### src/rtl/row_uram_arbiter.sv
// row_uram_arbiter: round-robin arbiter sharing one URAM port among a row of cores, with a drain handshake per round
module row_uram_arbiter #(
  parameter int NUM_CORES       = 8,
  parameter int MAX_HOLD_CYCLES = 4096
) (
  input  logic                 clk,
  input  logic                 reset,
  input  logic [NUM_CORES-1:0] i_core_req,
  input  logic [NUM_CORES-1:0] i_core_locked,
  input  logic [NUM_CORES-1:0] i_active_mask,
  input  logic                 i_drain_done,
  output logic [NUM_CORES-1:0] o_core_grant,
  output logic [NUM_CORES-1:0] o_uram_emptied,
  output logic                 o_drain_req,
  output logic                 o_hold_timeout
);
  localparam int PW = $clog2(NUM_CORES);
  localparam int CW = $clog2(MAX_HOLD_CYCLES + 1);
  typedef enum logic [1:0] {IDLE, GRANT, DRAIN, EMPTIED} state_t;
  state_t               state, state_n;
  logic [NUM_CORES-1:0] served, served_n, eligible, rot, bit_g, grant_n, emptied_n;
  logic [PW-1:0]        rr_ptr, rr_n, g, g_n, sel;
  logic [PW:0]          off, sum;
  logic [CW-1:0]        cnt, cnt_n, cnt_inc;
  logic                 found, locked_seen, seen_n, drain_n, timeout_n, session_end, done_all;
  // rotate the eligible set so rr_ptr sits at bit 0, take the lowest set bit, then undo the rotation
  always_comb begin
    eligible = i_core_req & i_active_mask & ~served;
    rot      = NUM_CORES'({eligible, eligible} >> rr_ptr);
    off      = '0;
    found    = 1'b0;
    for (int i = NUM_CORES - 1; i >= 0; i--)
      if (rot[i]) begin
        off   = (PW+1)'(i);
        found = 1'b1;
      end
    sum = {1'b0, rr_ptr} + off;
    sel = (sum >= (PW+1)'(NUM_CORES)) ? PW'(sum - (PW+1)'(NUM_CORES)) : sum[PW-1:0];
  end
  // session tracking for the granted core: end of session, hold counter step, round completion
  always_comb begin
    bit_g       = NUM_CORES'(1) << g;
    cnt_inc     = (cnt == CW'(MAX_HOLD_CYCLES)) ? cnt : cnt + 1'b1;
    session_end = ~i_core_locked[g] & (locked_seen | ~i_core_req[g]);
    done_all    = (|i_active_mask) & ~|(i_active_mask & ~(served | bit_g));
  end
  // next state and next values of every registered output
  always_comb begin
    state_n   = state;
    served_n  = served;
    rr_n      = rr_ptr;
    g_n       = g;
    seen_n    = locked_seen;
    cnt_n     = cnt;
    grant_n   = '0;
    emptied_n = '0;
    drain_n   = 1'b0;
    timeout_n = o_hold_timeout;
    unique case (state)
      IDLE: if (found) begin
        state_n = GRANT;
        g_n     = sel;
        grant_n = NUM_CORES'(1) << sel;
      end
      GRANT: begin
        timeout_n = o_hold_timeout | (cnt_inc == CW'(MAX_HOLD_CYCLES));
        if (session_end) begin
          served_n = served | bit_g;
          rr_n     = (g == PW'(NUM_CORES - 1)) ? '0 : g + 1'b1;
          seen_n   = 1'b0;
          cnt_n    = '0;
          state_n  = done_all ? DRAIN : IDLE;
          drain_n  = done_all;
        end else begin
          grant_n = bit_g;
          seen_n  = locked_seen | i_core_locked[g];
          cnt_n   = cnt_inc;
        end
      end
      DRAIN: if (i_drain_done) begin
        state_n   = EMPTIED;
        emptied_n = '1;
        served_n  = '0;
      end else drain_n = 1'b1;
      EMPTIED: state_n = IDLE;
    endcase
  end
  // state and output registers; reset abandons any session or drain in progress
  always_ff @(posedge clk) begin
    if (!reset) begin
      state          <= IDLE;
      served         <= '0;
      rr_ptr         <= '0;
      g              <= '0;
      locked_seen    <= 1'b0;
      cnt            <= '0;
      o_core_grant   <= '0;
      o_uram_emptied <= '0;
      o_drain_req    <= 1'b0;
      o_hold_timeout <= 1'b0;
    end else begin
      state          <= state_n;
      served         <= served_n;
      rr_ptr         <= rr_n;
      g              <= g_n;
      locked_seen    <= seen_n;
      cnt            <= cnt_n;
      o_core_grant   <= grant_n;
      o_uram_emptied <= emptied_n;
      o_drain_req    <= drain_n;
      o_hold_timeout <= timeout_n;
    end
  end
endmodule

### config.mk
export PLATFORM = sky130hd
export DESIGN_NAME = row_uram_arbiter
export DESIGN_NICKNAME = d
export VERILOG_FILES = /design/src/rtl/row_uram_arbiter.sv
export SDC_FILE = /design/constraint.sdc
export NUM_CORES = 1
export LEC_CHECK = 0
export CAP_MARGIN = 25
export CORE_MARGIN = 2
export CORE_UTILIZATION = 35
export DETAILED_ROUTE_END_ITERATION = 6
export GPL_TIMING_DRIVEN = 0
export RECOVER_POWER = 50
export SLEW_MARGIN = 40
export SYNTH_ARGS = -nofsm -noshare
export SYNTH_HDL_FRONTEND = slang
export SYNTH_SLANG_ARGS = --single-unit
export TNS_END_PERCENT = 10
### constraint.sdc
create_clock -name clk -period 6.6 [get_ports clk]
set_input_delay 1.65 -clock clk [delete_from_list [all_inputs] [get_ports clk]]
set_output_delay 1.65 -clock clk [all_outputs]
set_load 0.01 [all_outputs]
Yosys cells after proc, flatten, opt, wreduce, memory -nomap -nowiden --
Index checks and enable logic that the tools add are counted.
Storage, ports and cells: word-level logic and storage cells 91, register bits after elaboration 48, output and inout port bits 18, input bits 27
Operators by class: $add $sub $neg 4, magnitude comparators 2, shift-type cells 3, reduce and logical (&&, ||, !) cells 10, mux-type cells 40, equality and inequality tests 9, bitwise logic cells 13
Operator list (number):
- $mux 8 | 5
- $pmux 8 s2 | 2
- $mux 4 | 7
- $eq 13x13->1 const B | 2
- $mux 13 | 2
- $and 8x8->8 | 3
- $not 8->8 | 2
- $reduce_or 8->1 | 2
- $shl 1x3->8 const A | 2
- $shr 16x3->8 | 1
- $add 13x1->13 const B | 1
- $mux 1 | 13
- $mux 3 | 3
- $mux 2 | 4
- $or 8x8->8 | 1
- $pmux 2 s4 | 1
- $bmux 1 s3 | 2
- $ne 2x2->1 const B | 3
- $reduce_and 2->1 | 3
- $reduce_and 3->1 | 2
- $add 3x4->4 | 1
- $eq 2x2->1 const B | 2
- $ge 4x4->1 const B | 1
- $lt 3x4->1 const B | 1
- 11 further kinds | 15

Logic depth before layout (Yosys ltp) --
depth in word-level cells 17, mapped depth 14, gate-level depth less buffers 13

Least setup slack after synthesis --
OpenSTA, ideal clock, no wires.
kind input-to-reg, start in i_active_mask[5], end reg o_core_grant[4], setup slack 2606 ps, arrival time 3902 ps, setup time 92 ps, stages 11, path buffers 0, required time 6508 ps, path through nand3b_1 > mux2_2 > a21o_1 > a32oi_1 > o21ai_1 > a21boi_1 > ha_1 > fa_1 > nor3_2 > mux2i_4 > o32ai_1
Between the ends: cells in the longest elaborated chain, start to end 17, elaborated cells between the ends (all ways) 26, classes of those cells add/sub (2); order compare (1); shift (2); mux (19); bitwise (2)
RTL lines:
- start: declaration | RTL line 10 | input logic [NUM_CORES-1:0] i_active_mask,
- $and 8x8->8 (*) (2 in a row) | RTL line 28 | eligible = i_core_req & i_active_mask & ~served;
- $shr 16x3->8 (*) | RTL line 29 | rot = NUM_CORES'({eligible, eligible} >> rr_ptr);
- $mux 3 | RTL line 33 | if (rot[i]) begin
- $mux 4 (7 in a row) | RTL line 33
- $add 3x4->4 | RTL line 37 | sum = {1'b0, rr_ptr} + off;
- $ge 4x4->1 / $sub 3x1->3 (equally long branches) | RTL line 38 | sel = (sum >= (PW+1)'(NUM_CORES)) ? PW'(sum - (PW+1)'(NUM_CORES)) : sum[PW-1:0];
- $mux 3 | RTL line 38
- $shl 1x3->8 | RTL line 63 | grant_n = NUM_CORES'(1) << sel;
- $mux 8 (*) | RTL line 60 | IDLE: if (found) begin
- $pmux 8 s2 (*) | RTL line 59 | unique case (state)
- end signal: assignment | RTL line 108 | o_core_grant <= grant_n;
- end: declaration | RTL line 12 | output logic [NUM_CORES-1:0] o_core_grant,
Mark *: on every way between the ends. The rest lies on a longest branch, timed or not. A chain may end at the register's enable or synchronous reset.

Worst setup path after layout --
start in i_active_mask[7], end reg o_core_grant[5]
Between the ends: cells in the longest elaborated chain, start to end 17, elaborated cells between the ends (all ways) 26, classes of those cells add/sub (2); order compare (1); shift (2); mux (19); bitwise (2)
RTL lines:
- $and 8x8->8 (*) (2 in a row) | RTL line 28
- $shr 16x3->8 (*) | RTL line 29
- $mux 3 | RTL line 33
- $mux 4 (6 in a row) | RTL line 33
- $mux 4 (*) | RTL line 33
- $add 3x4->4 (*) | RTL line 37
- $ge 4x4->1 / $sub 3x1->3 (equally long branches) | RTL line 38
- $mux 3 (*) | RTL line 38
- net sel[1] | RTL line 22 | logic [PW-1:0] rr_ptr, rr_n, g, g_n, sel;
- $shl 1x3->8 (*) | RTL line 63
- $mux 8 (*) | RTL line 60
- $pmux 8 s2 (*) | RTL line 59
The timed path passes the listed nets; every way through them passes the cells marked *.

==> results by group <==
Status
  – Status: finished, final reports clean

Cells and area
  – Fraction of layout cells with a size suffix above 1: 9.64%
  – Design Area, Final: 3620 sq um
  – Layout fillers: 862
  – Fin nets: 454
  – Finished Layout Cells: 520
  – Syn-to-layout area delta: 21.3%
  – # diodes: 0
  – Final Util: 43.9%

Clock tree
  – Reg clk slew, reported paths: 90 ps
  – # H-tree levels: 2
  – CTS tree: done
  – CTS max path bufs: 2
  – # Post-CTS Setup Buffers: 0
  – Clock root cell: clkbuf_8
  – Clock sink count: 41
  – Post-CTS Hold Fix Bufs: 0
  – CTS buffer count: 5
  – Worst-Skew Late Latency: 300 ps
  – Post_cts resized: 0

Worst setup path
  – CP Capture Point: o_core_grant[5]
  – RR Endpoint: o_core_grant[4]
  – Worst path required time: 6810 ps
  – CP startpoint: i_active_mask[7]
  – CP max-delay cell: clkdlybuf4s50_1
  – Cell mode on critical path: o21ai_0
  – Path depth of the worst reg2reg path: 12
  – Crit-path leading delay family: compound AO/OA/AOI/OAI gates
  – Crit-path cells: clkdlybuf4s50_1 > nand3b_1 > o21ai_0 > a31oi_1 > o21ai_0 > nor2_1 > or4_1 > a21boi_1 > ha_1 > fa_1 > nand2b_1 > o22ai_1
  – CP arrival: 4840 ps
  – RR Startpoint: rr_ptr[1]
  – Worst Setup End Kind: flip-flop
  – Slowest stage delay, CP: 500 ps
  – Worst Path Buf+Inv: 1
  – Critical path startpoint category: input pin
  – CP Max Fanout: 6
  – WS Path Type: input pin to flip-flop
  – Reg2Reg Setup Slack: 3330 ps
  – Critical path depth: 12

Global route
  – Number of global-route vias before repair: 2588
  – Antenna violations before repair: 0
  – Grt met2 use: 29.3%
  – First-pass GRT wire length: 13.0 mm
  – Grt met3 use: 2.40%
  – Grt ovf: 0
  – M1 GR Usage: 25.6%
  – Grt peak-use layer: met2
  – GRT Total Usage: 18.1%
  – Largest net degree at the start of global routing: 14

Place
  – Post-DP HPWL: 6.44 mm
  – Placed cell areas: 3550 sq um
  – Placed Cells: 512
  – Port bufs: 43
  – Dpl ws: 1660 ps
  – GPL Wtd Cong: 0.830

Synthesis
  – Post-synthesis async set-or-reset flop share: 0%
  – Top FF cell, synth: dfxtp_1
  – Synth Warn #: 0
  – Post-synthesis register bit count: 41
  – Sequential area share after synthesis: 27.5%
  – Netlist cell types: 73
  – Post-synthesis cell area: 2990 sq um
  – Syn avg cell area: 8.21 sq um
  – Area leader, netlist: dfxtp_1
  – Synth area leaders: dfxtp_1 27%, ha_1 5.0%, nor2_1 4.6%
  – Mapped Cells: 364
  – Number of synthesized flops with an enable pin: 0
  – Area share of the largest cell type after synthesis: 27.5%
  – Net Count, Synth: 404

Floorplan
  – Die width: 96.4 microns
  – Core area: 8260 sq um
  – Die area: 9290 sq um
  – Io pins: 45
  – Placement row count: 33
  – Initial Utilization: 36.2%
  – Die Y-Extent: 96.4 microns

Timing
  – Clock skew: 7.17 ps
  – Relative slew slack: 57.9%
  – Hold Violations, Final: 0
  – Hold_ws: 477 ps
  – Worst-margin pin slew: 628 ps
  – RSZ-0062 raised after global routing: no
  – Final-report setup violation count: 0
  – Crit path time final: 4630 ps
  – Ratio of final minimum period to clock period: 70.2%
  – Fmax: 216 MHz
  – Fin. max-slew vios: 0
  – Worst setup margin: 1970 ps
  – Setup tns final: 0 ps

Job
  – Max-Cap Viols: 0

Drt
  – Antenna-violating nets left: 0
  – Detailed-router iteration count before antenna repair: 4
  – Routed len/inst: 15.5 microns
  – DRC: 0
  – Final WL: 8.09 mm
  – DR vias: 2816
  – DR vias/cell: 5.42
  – DRT iter0 DRCs: 141

Pwr
  – Leak: 1.39 nW
  – Max VDD drop: 109 uV
  – PwrDens: 299 nW/um^2
  – Tot Pwr: 1.08 mW

Worst hold path
  – Worst min path class: flip-flop to flip-flop
  – Worst hold stages: 2
-- Yosys cell counts (all sizes together), types with 8 or more instances --
library cell	instances
inv	20
clkbuf	12
a21oi	23
nor2	39
ha	12
buf	12
nand3b	9
o21a	8
nor3	19
o21ai	16
dfxtp	41
nand2	25
mux2i	8
a31oi	10
nand3	18
-- cell usage in the layout (no fill, tap or decap), types with 3 or more instances in the layout --
master / count
dfxtp_1: 41
nor2_1: 38
nand2_1: 25
clkdlybuf4s50_1: 24
a21oi_1: 21
dlygate4sd3_1: 19
nand3_1: 18
inv_1: 18
nor3_1: 17
clkbuf_1: 15
ha_1: 12
a31oi_1: 10
nand3b_1: 9
o21ai_0: 8
o21a_1: 8
o21ai_1: 8
buf_4: 7
o22ai_1: 6
nor2b_1: 6
mux2i_1: 5
mux4_2: 5
nor3b_1: 5
a22oi_1: 5
clkbuf_8: 5
xnor2_1: 4
nand2b_1: 3
o32ai_1: 3
and3_1: 3
nor4_1: 3
xor2_1: 3
-- flip-flops by register name (all words and copies together), names as in the netlist, named ones only --
register and flops:
locked_seen 1, served 8, o_core_grant 8, o_hold_timeout 1, g 3, o_uram_emptied 1, cnt 13, o_drain_req 1
state 1, rr_ptr 3
-- report_power, final --
part           switching [mW]  internal, mW  leakage (nW)  total, mW
registers              0.0480         0.288         0.332      0.336
clock network          0.0931        0.0746        0.0374      0.168
logic                   0.338         0.240          1.02      0.579
-- worst min-delay path by stage --
stage                     startpoint         to  slack [ps]
after floorplan            served[5]  served[5]         440
after global placement     served[5]  served[5]         460
after detailed placement   served[5]  served[5]         470
after CTS                  served[5]  served[5]         480
after global routing       served[5]  served[5]         510
final                      served[5]  served[5]         480
-- cell type report --
class / count / area, sq um / area share, %
inverter: 20 / 75.1 / 2.07
buffer: 24 / 133 / 3.66
sequential: 41 / 821 / 22.7
timing repair buffer: 43 / 430 / 11.9
multi-input combinational: 279 / 1950 / 53.7
tap: 105 / 131 / 3.63
clock inverter: 2 / 15.0 / 0.414
clock buffer: 6 / 72.6 / 2.00
-- logic make-up (layout without fill, tap and decap cells) --
family          Yosys count  after routing  synth area share (%)
flops                    41             41                  27.5
simple gates            148            148                  27.3
fa+ha+maj                14             14                  6.07
mux                      15             15                  8.17
compound gates           95             95                  21.8
buf+inv                  44             95                  7.12
xor+xnor                  7              7                  2.05
-- worst register-to-register path: cells and delay by family (launching register included) --
| kind | cells | cell delay (ps) |
|---|---|---|
| adders and majority gates | 2 | 590 |
| muxes | 2 | 540 |
| DFF | 1 | 430 |
| and+or+nand+nor | 1 | 350 |
| buffers and inverters | 2 | 340 |
| AOI/OAI and AO/OA | 5 | 900 |
-- per-layer routing --
metal,wire (microns),part of all wire [%]
met1,3910,48
met3,296,3.7
met5,0,0
met4,65,0.80
met2,3810,47
(Power assumes the default switching activity.)
